### src/rtl/dm_port_arbiter_pkg.sv
// Shared constants for dm_port_arbiter: FSM state encodings, legal byte-enable
// patterns and the alignment check used when DM_ADDR_CHECK_EN is defined.
package dm_port_arbiter_pkg;

  localparam logic [1:0] ARB_IDLE  = 2'd0;
  localparam logic [1:0] ARB_ISSUE = 2'd1;
  localparam logic [1:0] ARB_WAIT  = 2'd2;
  localparam logic [1:0] ARB_RESP  = 2'd3;

  localparam logic [3:0] BE_BYTE0 = 4'b0001;
  localparam logic [3:0] BE_BYTE1 = 4'b0010;
  localparam logic [3:0] BE_BYTE2 = 4'b0100;
  localparam logic [3:0] BE_BYTE3 = 4'b1000;
  localparam logic [3:0] BE_HALF0 = 4'b0011;
  localparam logic [3:0] BE_HALF1 = 4'b1100;
  localparam logic [3:0] BE_WORD  = 4'b1111;

  // Legal = a byte/half/word shape whose lowest lane matches the byte offset.
  function automatic logic be_legal(input logic [3:0] be, input logic [1:0] addr_lo);
    logic       shape_ok;
    logic [1:0] low_lane;
    shape_ok = (be == BE_BYTE0) || (be == BE_BYTE1) || (be == BE_BYTE2) ||
               (be == BE_BYTE3) || (be == BE_HALF0) || (be == BE_HALF1) ||
               (be == BE_WORD);
    if (be[0])      low_lane = 2'd0;
    else if (be[1]) low_lane = 2'd1;
    else if (be[2]) low_lane = 2'd2;
    else            low_lane = 2'd3;
    return shape_ok && (low_lane == addr_lo);
  endfunction

endpackage

### src/rtl/dm_port_arbiter_rr_arbiter2.sv
// Two-way round-robin arbiter: one-hot grant, last-grant flop updated on advance.
module rr_arbiter2 (
  input  logic       clk,
  input  logic       reset,
  input  logic [1:0] req,
  input  logic       advance,
  output logic [1:0] grant
);

  logic r_last_grant;

  always_comb begin
    grant = req;
    if (req == 2'b11) begin
      grant = r_last_grant ? 2'b01 : 2'b10;
    end
  end

  // Reset value 1 lets requester 0 win the first tie.
  always_ff @(posedge clk) begin
    if (reset) begin
      r_last_grant <= 1'b1;
    end else if (advance && (|req)) begin
      r_last_grant <= grant[1];
    end
  end

endmodule

### src/rtl/dm_port_arbiter.sv
// Round-robin sharing of the single-port data memory between the CPU (m0) and a
// debug/DMA loader (m1). Define DM_ADDR_CHECK_EN to reject misaligned/illegal BE.
module dm_port_arbiter
  import dm_port_arbiter_pkg::*;
#(
  parameter int unsigned ADDR_W  = 32,
  parameter int unsigned DATA_W  = 32,
  parameter int unsigned MEM_LAT = 1
) (
  input  logic              clk,
  input  logic              reset,
  input  logic              m0_req,
  input  logic              m0_we,
  input  logic [ADDR_W-1:0] m0_addr,
  input  logic [3:0]        m0_be,
  input  logic [DATA_W-1:0] m0_wdata,
  output logic              m0_ack,
  output logic [DATA_W-1:0] m0_rdata,
  output logic              m0_err,
  input  logic              m1_req,
  input  logic              m1_we,
  input  logic [ADDR_W-1:0] m1_addr,
  input  logic [3:0]        m1_be,
  input  logic [DATA_W-1:0] m1_wdata,
  output logic              m1_ack,
  output logic [DATA_W-1:0] m1_rdata,
  output logic              m1_err,
  output logic              mem_en,
  output logic [3:0]        mem_we,
  output logic [ADDR_W-3:0] mem_addr,
  output logic [DATA_W-1:0] mem_wdata,
  input  logic [DATA_W-1:0] mem_rdata,
  output logic              busy
);

  localparam int unsigned CNT_W = $clog2(MEM_LAT) + 1;

  logic [1:0]        r_state;
  logic              r_port;
  logic              r_we;
  logic [ADDR_W-3:0] r_waddr;
  logic [3:0]        r_be;
  logic [DATA_W-1:0] r_wdata;
  logic [CNT_W-1:0]  r_cnt;

  logic [1:0]        w_grant;
  logic              w_advance;
  logic              w_bad;
  logic              w_issue;
  logic              w_resp;
  logic              w_rsp_err;
  logic [DATA_W-1:0] w_rdata;

  assign w_advance = (r_state == ARB_IDLE) && (m0_req || m1_req);

  rr_arbiter2 u_rr (
    .clk     (clk),
    .reset   (reset),
    .req     ({m1_req, m0_req}),
    .advance (w_advance),
    .grant   (w_grant)
  );

`ifdef DM_ADDR_CHECK_EN
  logic [1:0] r_alo;
  logic       r_err;

  assign w_bad     = (r_state == ARB_ISSUE) && !be_legal(r_be, r_alo);
  assign w_rsp_err = r_err;

  always_ff @(posedge clk) begin
    if (reset) begin
      r_alo <= '0;
      r_err <= 1'b0;
    end else if (w_advance) begin
      r_alo <= w_grant[1] ? m1_addr[1:0] : m0_addr[1:0];
    end else if (r_state == ARB_ISSUE) begin
      r_err <= w_bad;
    end
  end
`else
  assign w_bad     = 1'b0;
  assign w_rsp_err = 1'b0;
`endif

  always_ff @(posedge clk) begin
    if (reset) begin
      r_state <= ARB_IDLE;
      r_port  <= 1'b0;
      r_we    <= 1'b0;
      r_waddr <= '0;
      r_be    <= '0;
      r_wdata <= '0;
      r_cnt   <= '0;
    end else begin
      case (r_state)
        ARB_IDLE: begin
          if (w_advance) begin
            r_port  <= w_grant[1];
            r_we    <= w_grant[1] ? m1_we    : m0_we;
            r_waddr <= w_grant[1] ? m1_addr[ADDR_W-1:2] : m0_addr[ADDR_W-1:2];
            r_be    <= w_grant[1] ? m1_be    : m0_be;
            r_wdata <= w_grant[1] ? m1_wdata : m0_wdata;
            r_state <= ARB_ISSUE;
          end
        end
        ARB_ISSUE: begin
          // WAIT holds MEM_LAT-1 cycles, so the counter starts at MEM_LAT-2.
          if (w_bad || (MEM_LAT == 1)) begin
            r_state <= ARB_RESP;
          end else begin
            r_cnt   <= CNT_W'(MEM_LAT - 2);
            r_state <= ARB_WAIT;
          end
        end
        ARB_WAIT: begin
          if (r_cnt == '0) begin
            r_state <= ARB_RESP;
          end else begin
            r_cnt <= r_cnt - 1'b1;
          end
        end
        default: r_state <= ARB_IDLE;
      endcase
    end
  end

  assign w_issue   = (r_state == ARB_ISSUE) && !w_bad;
  assign mem_en    = w_issue;
  assign mem_we    = (w_issue && r_we) ? r_be : 4'b0000;
  assign mem_addr  = r_waddr;
  assign mem_wdata = r_wdata;

  assign w_resp  = (r_state == ARB_RESP);
  assign w_rdata = (w_resp && !r_we && !w_rsp_err) ? mem_rdata : '0;

  assign m0_ack   = w_resp && !r_port;
  assign m1_ack   = w_resp && r_port;
  assign m0_rdata = m0_ack ? w_rdata : '0;
  assign m1_rdata = m1_ack ? w_rdata : '0;
  assign m0_err   = m0_ack && w_rsp_err;
  assign m1_err   = m1_ack && w_rsp_err;

  assign busy = (r_state != ARB_IDLE);

endmodule
### config.mk
export PLATFORM = sky130hd
export DESIGN_NAME = dm_port_arbiter
export DESIGN_NICKNAME = d
export VERILOG_FILES = /design/src/rtl/dm_port_arbiter_pkg.sv /design/src/rtl/dm_port_arbiter_rr_arbiter2.sv /design/src/rtl/dm_port_arbiter.sv
export SDC_FILE = /design/constraint.sdc
export NUM_CORES = 1
export LEC_CHECK = 0
export BUFFER_PORTS_ARGS = -buffer_cell sky130_fd_sc_hd__buf_2
export CAP_MARGIN = 0
export CORE_AREA = 4 4 118 120
export CTS_CLUSTER_SIZE = 10
export DETAILED_ROUTE_END_ITERATION = 7
export DIE_AREA = 0 0 122 124
export SETUP_SLACK_MARGIN = 0.1
export SYNTH_ARGS = -nofsm -noshare
export SYNTH_HDL_FRONTEND = slang
export SYNTH_HIERARCHICAL = 1
export SYNTH_SLANG_ARGS = --single-unit
### constraint.sdc
create_clock -name clk -period 2.95 [get_ports clk]
set_input_delay 0.1475 -clock clk [delete_from_list [all_inputs] [get_ports clk]]
set_output_delay 0.1475 -clock clk [all_outputs]
set_load 0.05 [all_outputs]
==> key figures, run 1 <==
Floorplanning
  – Starting Density: 28.9%
  – Row Count: 42
  – Die Y: 124 µm
  – Num ports: 310
  – Die area: 15100 µm²
  – CORE AREA: 13000 µm²
  – Die width: 122 µm

Drt
  – WL/cell: 14.7 µm
  – Total Wirelength: 11700 µm
  – Antenna viol nets, final: 0
  – DRC viols: 0
  – DR iter-0 viols: 56
  – Via density per instance: 4.37
  – TritonRoute pass-1 iters: 4
  – Vias: 3480

Pwr
  – PD cells: 597 nW/µm²
  – Worst VDD drop: 0.279 mV
  – Power, Total: 3350 µW
  – Leakage: 0.00292 µW

GRT
  – Initial antenna violation count: 0
  – GR Util All Layers: 13.9%
  – Vias in the first global route: 3348
  – Largest net degree at the start of global routing: 68
  – First-pass GRT wire length: 16500 µm
  – Global route overflow: 0

CTS
  – Clock sink total: 71
  – H-tree levels: 3
  – CTS max path bufs: 2
  – Clock slew at reported path FFs: 60 ps
  – Post-CTS setup buffers: 0
  – CTS tree: yes
  – Cts hold-fix bufs: 0
  – Resize count post-CTS: 0
  – Worst skew pair latency: 320 ps
  – Num CTS Buffers: 9
  – Root Buffer: clkbuf_16

Run status
  – Status: finished, final reports clean

Final layout
  – Final cell count without fillers: 797
  – Final #Nets: 793
  – Final Util: 43.2%
  – Area grow syn2layout: 49.8%
  – Share of cells above drive strength 1: 57.3%
  – Design area: 5610 µm²
  – Ant. Diodes: 0

Timing
  – # setup viols final: 0
  – Max Fclk: 0.438 GHz
  – Setup tns final: 0 ps
  – Final hold vios: 0
  – Min cycle time layout: 2280 ps
  – Tcrit/Tclk final: 77.4%
  – Slew Limit Headroom: 36.7%
  – Final Max Slew Viols: 0
  – RSZ-0062 raised after global routing: no
  – Tightest Pin Transition: 949 ps
  – Layout Skew: 6.99 ps

Worst setup path
  – Crit path max fanout: 32
  – Crit path DAT: 2140 ps
  – Worst setup SP type: register
  – CP endpoint kind: output pin
  – Critical Path RT: 2800 ps
  – Worst Path Class, Setup: reg2out

Hold path
  – Worst Hold Class: in2reg

Job
  – Max-cap check violation count: 0

Synthesis
  – Mapped Area: 3740 µm²
  – Synthesis Warnings: 6
  – Cells after synthesis: 328
  – Syn avg cell area: 11.4 µm²

Place
  – Placed cell areas: 5290 µm²
  – PortBufs: 303
  – Inst Count DP: 781
  – Post-detail-place hpwl: 9430 µm
  – Placer Congestion: 0.750
-- registers in the layout (all words and copies together), names as in the netlist --
| name | flops |
|---|---|
| r_be | 4 |
| mem_wdata | 32 |
| r_we | 1 |
| mem_addr | 30 |
| r_state | 2 |
| r_port | 1 |
| u_rr/r_last_grant | 1 |
-- worst max-delay path: stages (launching register included) --
cell and delay (ps):
dfxtp_1 370, ha_1 200, nor2b_1 160, and2b_1 590
and2_1 220, buf_2 260
-- per-layer routing --
metal / GRT usage, % / share of wire [%]
met1: 15.0 / 37
met2: 26.9 / 54
met3: 3.59 / 8.8
met4: 3.78 / 0.54
met5: 0 / 0
-- cell usage in the layout (no fill, tap or decap), types with 2 or more instances in the layout --
| master | instances |
|---|---|
| buf_2 | 303 |
| dfxtp_1 | 71 |
| mux2i_1 | 69 |
| and2_1 | 65 |
| o2bb2ai_1 | 37 |
| o2bb2ai_2 | 30 |
| clkbuf_16 | 9 |
| and3_1 | 5 |
| inv_1 | 3 |
| nor2_1 | 3 |
| ha_1 | 3 |
| and2b_1 | 2 |
| conb_1 | 2 |
| bufinv_16 | 2 |
| buf_4 | 2 |
-- final timing paths --
kind	startpoint	endpoint	slack (ps)	depth (start not counted)
setup / recovery	r_state[0]$_SDFFE_PP0P_	m0_rdata[27]	670	5
setup reg to reg	r_state[0]$_SDFFE_PP0P_	r_be[2]$_SDFFE_PP0P_	1060	5
hold / removal	m0_wdata[28]	mem_wdata[28]$_SDFFE_PP0P_	90	3
hold reg to reg	mem_addr[4]$_SDFFE_PP0P_	mem_addr[4]$_SDFFE_PP0P_	450	1
-- cell type report --
cell class / instances / area, µm²
fillers: 1266 / 7370
multi-input cells: 225 / 2080
repair buffers: 306 / 1550
flip-flops and latches: 71 / 1420
clock buffers: 11 / 243
well taps: 176 / 220
clock inverters: 5 / 81.3
inverters: 3 / 11.3
-- through the flow --
step	hold slack, ps	setup slack, ps
floorplan	220	656
global placement	414	1050
detailed placement	424	956
CTS	76.6	598
global route	91.5	461
finish	88.9	667
-- power by group --
part	switching, µW	total, µW	internal (µW)
logic	733	1060	324
clock network	395	1160	763
registers	65.8	1130	1070
Note: power is estimated with default switching activity, not from simulation.
==> run 2, diff against run 1 <==
--- a/config.mk
+++ b/config.mk
@@ -7,10 +7,10 @@
 export LEC_CHECK = 0
 export BUFFER_PORTS_ARGS = -buffer_cell sky130_fd_sc_hd__buf_2
 export CAP_MARGIN = 0
-export CORE_AREA = 4 4 118 120
+export CORE_AREA = 4 4 119 121
 export CTS_CLUSTER_SIZE = 10
 export DETAILED_ROUTE_END_ITERATION = 7
-export DIE_AREA = 0 0 122 124
+export DIE_AREA = 0 0 123 125
 export SETUP_SLACK_MARGIN = 0.1
 export SYNTH_ARGS = -nofsm -noshare
 export SYNTH_HDL_FRONTEND = slang
==> constraint.sdc (replaced) <==
create_clock -name clk -period 2.3 [get_ports clk]
set_input_delay 0.115 -clock clk [delete_from_list [all_inputs] [get_ports clk]]
set_output_delay 0.115 -clock clk [all_outputs]
set_load 0.05 [all_outputs]
==> run 2 against run 1 <==
Clock skew decreased by 1.5 ps; global-route usage increased by 1.1 points; clock power increased by 30%; non-clock buffer count increased by 4; register-to-register slack got worse by 400 ps; sequential share of layout area decreased by 0.24 points; via count increased by 1.8%; combinational power increased by 29%; sequential power increased by 28%; total power increased by 30%; die area increased by 1.6%; final cell count increased by 0.38%; critical path type unchanged; highest routed layer unchanged.
==> key figures, run 2 (synthesis gave the netlist of run 1 again) <==
CTS
  – Worst skew pair latency: 320 ps (about the same)
  – Num CTS Buffers: 9 (unchanged)
  – Cts hold-fix bufs: 0 (unchanged)
  – Clock sink total: 71 (unchanged)
  – Root Buffer: clkbuf_16 (unchanged)
  – H-tree levels: 3 (unchanged)
  – Post-CTS setup buffers: 0 (unchanged)
  – CTS max path bufs: 2 (unchanged)
  – Clock slew at reported path FFs: 60 ps (about the same)
  – CTS tree: yes (unchanged)
  – Resize count post-CTS: 0 (unchanged)

Pwr
  – Leakage: 0.00295 µW (was 0.00292 µW)
  – PD cells: 766 nW/µm² (was 597 nW/µm²)
  – Worst VDD drop: 0.362 mV (was 0.279 mV)

Final layout
  – Final #Nets: 797 (was 793)
  – Max reg flops: 32 (unchanged)
  – Area grow syn2layout: 51.2% (was 49.8%)
  – Final cell count without fillers: 800 (was 797)
  – Ant. Diodes: 0 (unchanged)
  – Share of cells above drive strength 1: 57.9% (was 57.3%)
  – Commonest non-fill, non-tap cell in the layout: buf_2 (unchanged)
  – Commonest cells after routing, fill and taps aside: 303 x buf_2, 71 x dfxtp_1, 69 x mux2i_1 (unchanged)

Hold path
  – Worst Hold Class: in2reg (unchanged)
  – HP Start: m1_addr[7] (was m0_wdata[28])

Drt
  – DR iter-0 viols: 72 (was 56)
  – Antenna viol nets, final: 0 (unchanged)
  – WL/cell: 15.1 µm (was 14.7 µm)
  – DRC viols: 0 (unchanged)
  – Total Wirelength: 12100 µm (was 11700 µm)
  – TritonRoute pass-1 iters: 3 (was 4)
  – Vias: 3544 (was 3480)
  – Via density per instance: 4.43 (was 4.37)

Timing
  – Setup tns final: 0 ps (unchanged)
  – Min cycle time layout: 2050 ps
  – # setup viols final: 0 (unchanged)
  – Final hold vios: 0 (unchanged)
  – Layout Skew: 5.52 ps (was 6.99 ps)
  – Fin Hold WS: 58.7 ps (was 88.9 ps)
  – Max Fclk: 0.488 GHz
  – Tcrit/Tclk final: 89.1%
  – Worst setup margin: 250 ps (was 667 ps)
  – RSZ-0062 raised after global routing: no (unchanged)
  – Final Max Slew Viols: 0 (unchanged)

Floorplanning
  – Die Y: 125 µm (was 124 µm)
  – Die area: 15400 µm² (was 15100 µm²)
  – CORE AREA: 13100 µm² (was 13000 µm²)
  – Row Count: 42 (unchanged)
  – Num ports: 310 (unchanged)
  – Die width: 123 µm (was 122 µm)
  – Starting Density: 28.6% (was 28.9%)

Worst setup path
  – Critical Path RT: 2180 ps (was 2800 ps)
  – Critical path launch point: r_state[0]$_SDFFE_PP0P_ (unchanged)
  – Crit path DAT: 1940 ps (was 2140 ps)
  – RR Startpoint: r_state[0]$_SDFFE_PP0P_ (unchanged)
  – Crit path max fanout: 32 (unchanged)
  – Worst Path Class, Setup: reg2out (unchanged)
  – CP endpoint kind: output pin (unchanged)
  – Worst setup SP type: register (unchanged)

Place
  – Inst Count DP: 785 (was 781)
  – PortBufs: 303 (unchanged)
  – Pre-CTS WS: 577 ps (was 956 ps)
  – Post-detail-place hpwl: 9900 µm (was 9430 µm)
  – Placer Congestion: 0.759 (was 0.750)

GRT
  – Vias in the first global route: 3677 (was 3348)
  – Global route overflow: 0 (unchanged)
  – Largest net degree at the start of global routing: 62 (was 68)
  – First-pass GRT wire length: 18300 µm (was 16500 µm)
  – GR Util All Layers: 15.0% (was 13.9%)
  – Initial antenna violation count: 0 (unchanged)

Run status
  – Status: finished, final reports clean (unchanged)

Job
  – Max-cap check violation count: 0 (unchanged)
==> run 2: path summary, 6_finish.rpt <==
| check | endpoint | slack [ps] | cells past startpoint |
|---|---|---|---|
| min reg2reg | r_be[1]$_SDFFE_PP0P_ | 450 | 1 |
| max reg2reg | mem_wdata[30]$_SDFFE_PP0P_ | 660 | 6 |
| max | m1_rdata[29] | 250 | 6 |
| min | mem_addr[5]$_SDFFE_PP0P_ | 60 | 3 |
==> run 2: layout make-up <==
class / instances / area (µm²)
tap: 176 / 220
clock buffer: 12 / 267
multi-input combinational: 225 / 2080
clock inverter: 3 / 65.1
timing repair buffer: 310 / 1590
inverter: 3 / 11.3
sequential: 71 / 1420
fill: 1288 / 7420
==> run 2: critical path: stages (launching register included) <==
cell and delay [ps]:
dfxtp_1 370, ha_1 210, and2_1 150, and2b_1 120
buf_4 240, and2_1 240, buf_2 290
==> run 2: where the power goes <==
group          internal (µW)  leakage (µW)  total, µW  switching [µW]
Sequential              1370      0.000583       1450            85.9
Clock                   1030      0.000165       1510             480
Combinational            426       0.00220       1370             947
Total                   2820       0.00295       4340            1510
==> run 2: routing by layer <==
layer  GRT usage (%)  vias to the layer above  part of all wire [%]
met5               0                        -                     0
met3            3.70                       16                   9.7
li1                -                     1766                     -
met2            28.6                      174                    52
met1            15.4                     1588                    36
met4            5.86                        0                   2.5
==> run 2: stage by stage <==
step                      area (µm²)  util [%]  total power (µW)
after global routing            5660      43.3              4540
after detailed placement        5330      40.7              2870
final                           5660      43.3              4340
after floorplan                 3750         -              2500
after CTS                       5660      43.3              4410
after global placement          5330      40.7              2850
==> run 3, diff against run 2 <==
--- a/config.mk
+++ b/config.mk
@@ -5,12 +5,15 @@
 export SDC_FILE = /design/constraint.sdc
 export NUM_CORES = 1
 export LEC_CHECK = 0
-export BUFFER_PORTS_ARGS = -buffer_cell sky130_fd_sc_hd__buf_2
 export CAP_MARGIN = 0
-export CORE_AREA = 4 4 119 121
+export CELL_PAD_IN_SITES_DETAIL_PLACEMENT = 1
+export CELL_PAD_IN_SITES_GLOBAL_PLACEMENT = 1
+export CORE_AREA = 4 4 118 120
 export CTS_CLUSTER_SIZE = 10
 export DETAILED_ROUTE_END_ITERATION = 7
-export DIE_AREA = 0 0 123 125
+export DIE_AREA = 0 0 122 124
+export DONT_BUFFER_PORTS = 1
+export PLACE_DENSITY_LB_ADDON = 0.1
 export SETUP_SLACK_MARGIN = 0.1
 export SYNTH_ARGS = -nofsm -noshare
 export SYNTH_HDL_FRONTEND = slang
==> run 3 against run 2 <==
The flow now stops in 4_1_cts; synthesized cell count is the same; area after synthesis unchanged.
==> key figures, run 3 <==
Run status
  – Status: stopped before the end (was finished, final reports clean)
  – Stopped at: 4_1_cts
  – Err: [ERROR RSZ-0060] Max buffer count reached.

CTS
  – Cts hold-fix bufs: 114 (was 0)
  – H-tree levels: 3 (unchanged)
  – Num CTS Buffers: 9 (unchanged)
  – CTS max path bufs: 2 (unchanged)
  – Root Buffer: clkbuf_16 (unchanged)
  – Clock sink total: 71 (unchanged)
  – Resize count post-CTS: 1 (was 0)
  – Post-CTS setup buffers: 0 (unchanged)

Floorplanning
  – Num ports: 310 (unchanged)
  – Starting Density: 28.9% (was 28.6%)
  – Die width: 122 µm (was 123 µm)
  – Die Y: 124 µm (was 125 µm)
  – Row Count: 42 (unchanged)

Place
  – Inst Count DP: 550 (was 785)
  – Placer Congestion: 0.694 (was 0.759)
  – PortBufs: 0 (was 303)
  – Post-detail-place hpwl: 10100 µm (was 9900 µm)

Synthesis
  – Syn avg cell area: 11.4 µm² (unchanged)
  – Cells after synthesis: 328 (unchanged)
  – Synthesis Warnings: 6 (unchanged)
  – Mapped Area: 3740 µm² (unchanged)
[run 3: per-stage QoR]
| stage | worst slack (ps) | instance area, µm² | hold slack (ps) |
|---|---|---|---|
| 3_5_place_dp | 313 | 5150 | 194 |
| 2_1_floorplan | 327 | 3750 | 187 |
| 3_3_place_gp | 332 | 5150 | 192 |
==> run 4, diff against run 3 <==
==> config.mk (replaced) <==
export PLATFORM = sky130hd
export DESIGN_NAME = dm_port_arbiter
export DESIGN_NICKNAME = d
export VERILOG_FILES = /design/src/rtl/dm_port_arbiter_pkg.sv /design/src/rtl/dm_port_arbiter_rr_arbiter2.sv /design/src/rtl/dm_port_arbiter.sv
export SDC_FILE = /design/constraint.sdc
export NUM_CORES = 1
export LEC_CHECK = 0
export CAP_MARGIN = 0
export CORE_AREA = 4 4 128 130
export DETAILED_ROUTE_END_ITERATION = 7
export DIE_AREA = 0 0 132 134
export DONT_BUFFER_PORTS = 1
export PLACE_DENSITY_LB_ADDON = 0.15
export SYNTH_ARGS = -nofsm -noshare
export SYNTH_HDL_FRONTEND = slang
export SYNTH_HIERARCHICAL = 1
export SYNTH_SLANG_ARGS = --single-unit
==> run 4 against run 3 <==
The flow now finishes without violations.
==> key figures, run 4 (synthesis gave the netlist of run 1 again) <==
Timing
  – Layout Skew: 3.18 ps
  – Tightest Pin Transition: 589 ps
  – RSZ-0062 raised after global routing: no
  – Final hold vios: 0
  – Final Max Slew Viols: 0
  – Min cycle time layout: 2010 ps
  – Tcrit/Tclk final: 87.6%
  – # setup viols final: 0
  – Max Fclk: 0.496 GHz
  – Setup tns final: 0 ps
  – Slew Limit Headroom: 60.7%

Drt
  – Vias: 3215
  – DRC viols: 0
  – DR iter-0 viols: 69
  – Antenna viol nets, final: 0
  – Total Wirelength: 13300 µm
  – TritonRoute pass-1 iters: 5
  – WL/cell: 19.1 µm
  – Via density per instance: 4.64

Floorplanning
  – Die width: 132 µm (was 122 µm)
  – Starting Density: 24.7% (was 28.9%)
  – Die Y: 134 µm (was 124 µm)
  – Row Count: 45 (was 42)
  – Num ports: 310 (unchanged)
  – Die area: 17700 µm²
  – CORE AREA: 15100 µm²

Worst setup path
  – Crit path DAT: 1900 ps
  – Worst Path Class, Setup: reg2out
  – Critical Path RT: 2180 ps
  – Most Frequent Cell on Critical Path: and2_1
  – Cell depth of the worst setup path: 5
  – FF-to-FF path depth: 5
  – Worst setup SP type: register
  – Slowest-stage cell, CP: and2b_2
  – Crit path buf inv count: 1
  – Crit path cell chain: ha_1 > and2_1 > and2b_2 > and2_1 > buf_12
  – CP endpoint kind: output pin
  – Dominant delay contributor by cell family on the critical path: simple AND/OR/NAND/NOR gates
  – Crit path max fanout: 32
  – Slowest stage delay, CP: 440 ps

Final layout
  – Commonest cells after routing, fill and taps aside: 115 x dlygate4sd3_1, 71 x dfxtp_1, 69 x mux2i_1
  – Share of cells above drive strength 1: 24.8%
  – Max reg flops: 32
  – Ant. Diodes: 0
  – Commonest non-fill, non-tap cell in the layout: dlygate4sd3_1
  – Final Util: 43.6%
  – Final #Nets: 677
  – Area grow syn2layout: 76.4%
  – Register area: 1420 µm²
  – Multi-input logic area: 2080 µm²
  – Filler cells: 1378

GRT
  – Global route overflow: 0
  – Initial antenna violation count: 1
  – GR Util All Layers: 14.4%
  – First-pass GRT wire length: 20000 µm
  – Vias in the first global route: 3385
  – Largest net degree at the start of global routing: 50

CTS
  – Worst skew pair latency: 320 ps
  – H-tree levels: 3 (unchanged)
  – Root Buffer: clkbuf_16 (unchanged)
  – Num CTS Buffers: 9 (unchanged)
  – Post-CTS setup buffers: 0 (unchanged)
  – Clock slew at reported path FFs: 60 ps
  – CTS tree: yes
  – CTS max path bufs: 2 (unchanged)
  – Clock sink total: 71 (unchanged)

Place
  – PortBufs: 0 (unchanged)
  – Placer Congestion: 0.690 (was 0.694)
  – Post-detail-place hpwl: 9450 µm (was 10100 µm)

Pwr
  – Leakage: 0.00258 µW
  – PD cells: 651 nW/µm²
  – Worst VDD drop: 0.334 mV
  – Power, Total: 4300 µW

Job
  – Max-cap check violation count: 0

Hold path
  – Hold Path Depth: 2
  – Worst Hold Class: in2reg

Run status
  – Status: finished, final reports clean (was stopped before the end)
## run 4: per-layer routing
metal  global-route usage [%]  up-vias  routed length, µm
li1                         -     1523                  -
met1                     15.0     1503               4750
met2                     26.9      182               7160
met3                     5.06        7               1240
met4                     4.49        0                124
met5                        0        -                  0
## run 4: final timing paths
path | startpoint | to | slack (ps)
hold reg to reg | r_be[1]$_SDFFE_PP0P_ | r_be[1]$_SDFFE_PP0P_ | 460
setup / recovery | r_state[0]$_SDFFE_PP0P_ | m1_rdata[12] | 290
setup reg to reg | u_rr/r_last_grant$_SDFFE_PP1P_ | mem_wdata[7]$_SDFFE_PP0P_ | 390
hold / removal | m0_wdata[15] | mem_wdata[15]$_SDFFE_PP0P_ | 8
## run 4: power breakdown
part / internal, µW / switching (µW)
sequential: 1370 / 523
combinational: 532 / 505
clock: 864 / 507
total: 2760 / 1540
## run 4: area by class of cell
| type | instances | share of cell area [%] |
|---|---|---|
| timing repair buffer | 190 | 38.8 |
| multi-input combinational | 225 | 31.5 |
| sequential | 71 | 21.5 |
| clock buffer | 12 | 3.73 |
| tap | 188 | 3.56 |
| clock inverter | 4 | 0.682 |
| inverter | 3 | 0.170 |
## run 4: repair_timing
item | 4_1_cts | 5_1_grt
hold buffers | 115 | 0
endpoints found under the setup margin | 32 | 0
resized for setup | 1 | 0
hold endpoints to repair | 61 | 0
## run 4: metrics by stage
step / hold WS, ps / area [µm²] / std cells / setup WS, ps
floorplan: 187 / 3750 / 329 / 38.8
global placement: 192 / 5160 / 562 / 290
detailed placement: 193 / 5160 / 562 / 306
CTS: 0.170 / 6610 / 693 / 219
global route: 5.21 / 6610 / 693 / 96.0
finish: 7.95 / 6610 / 693 / 286
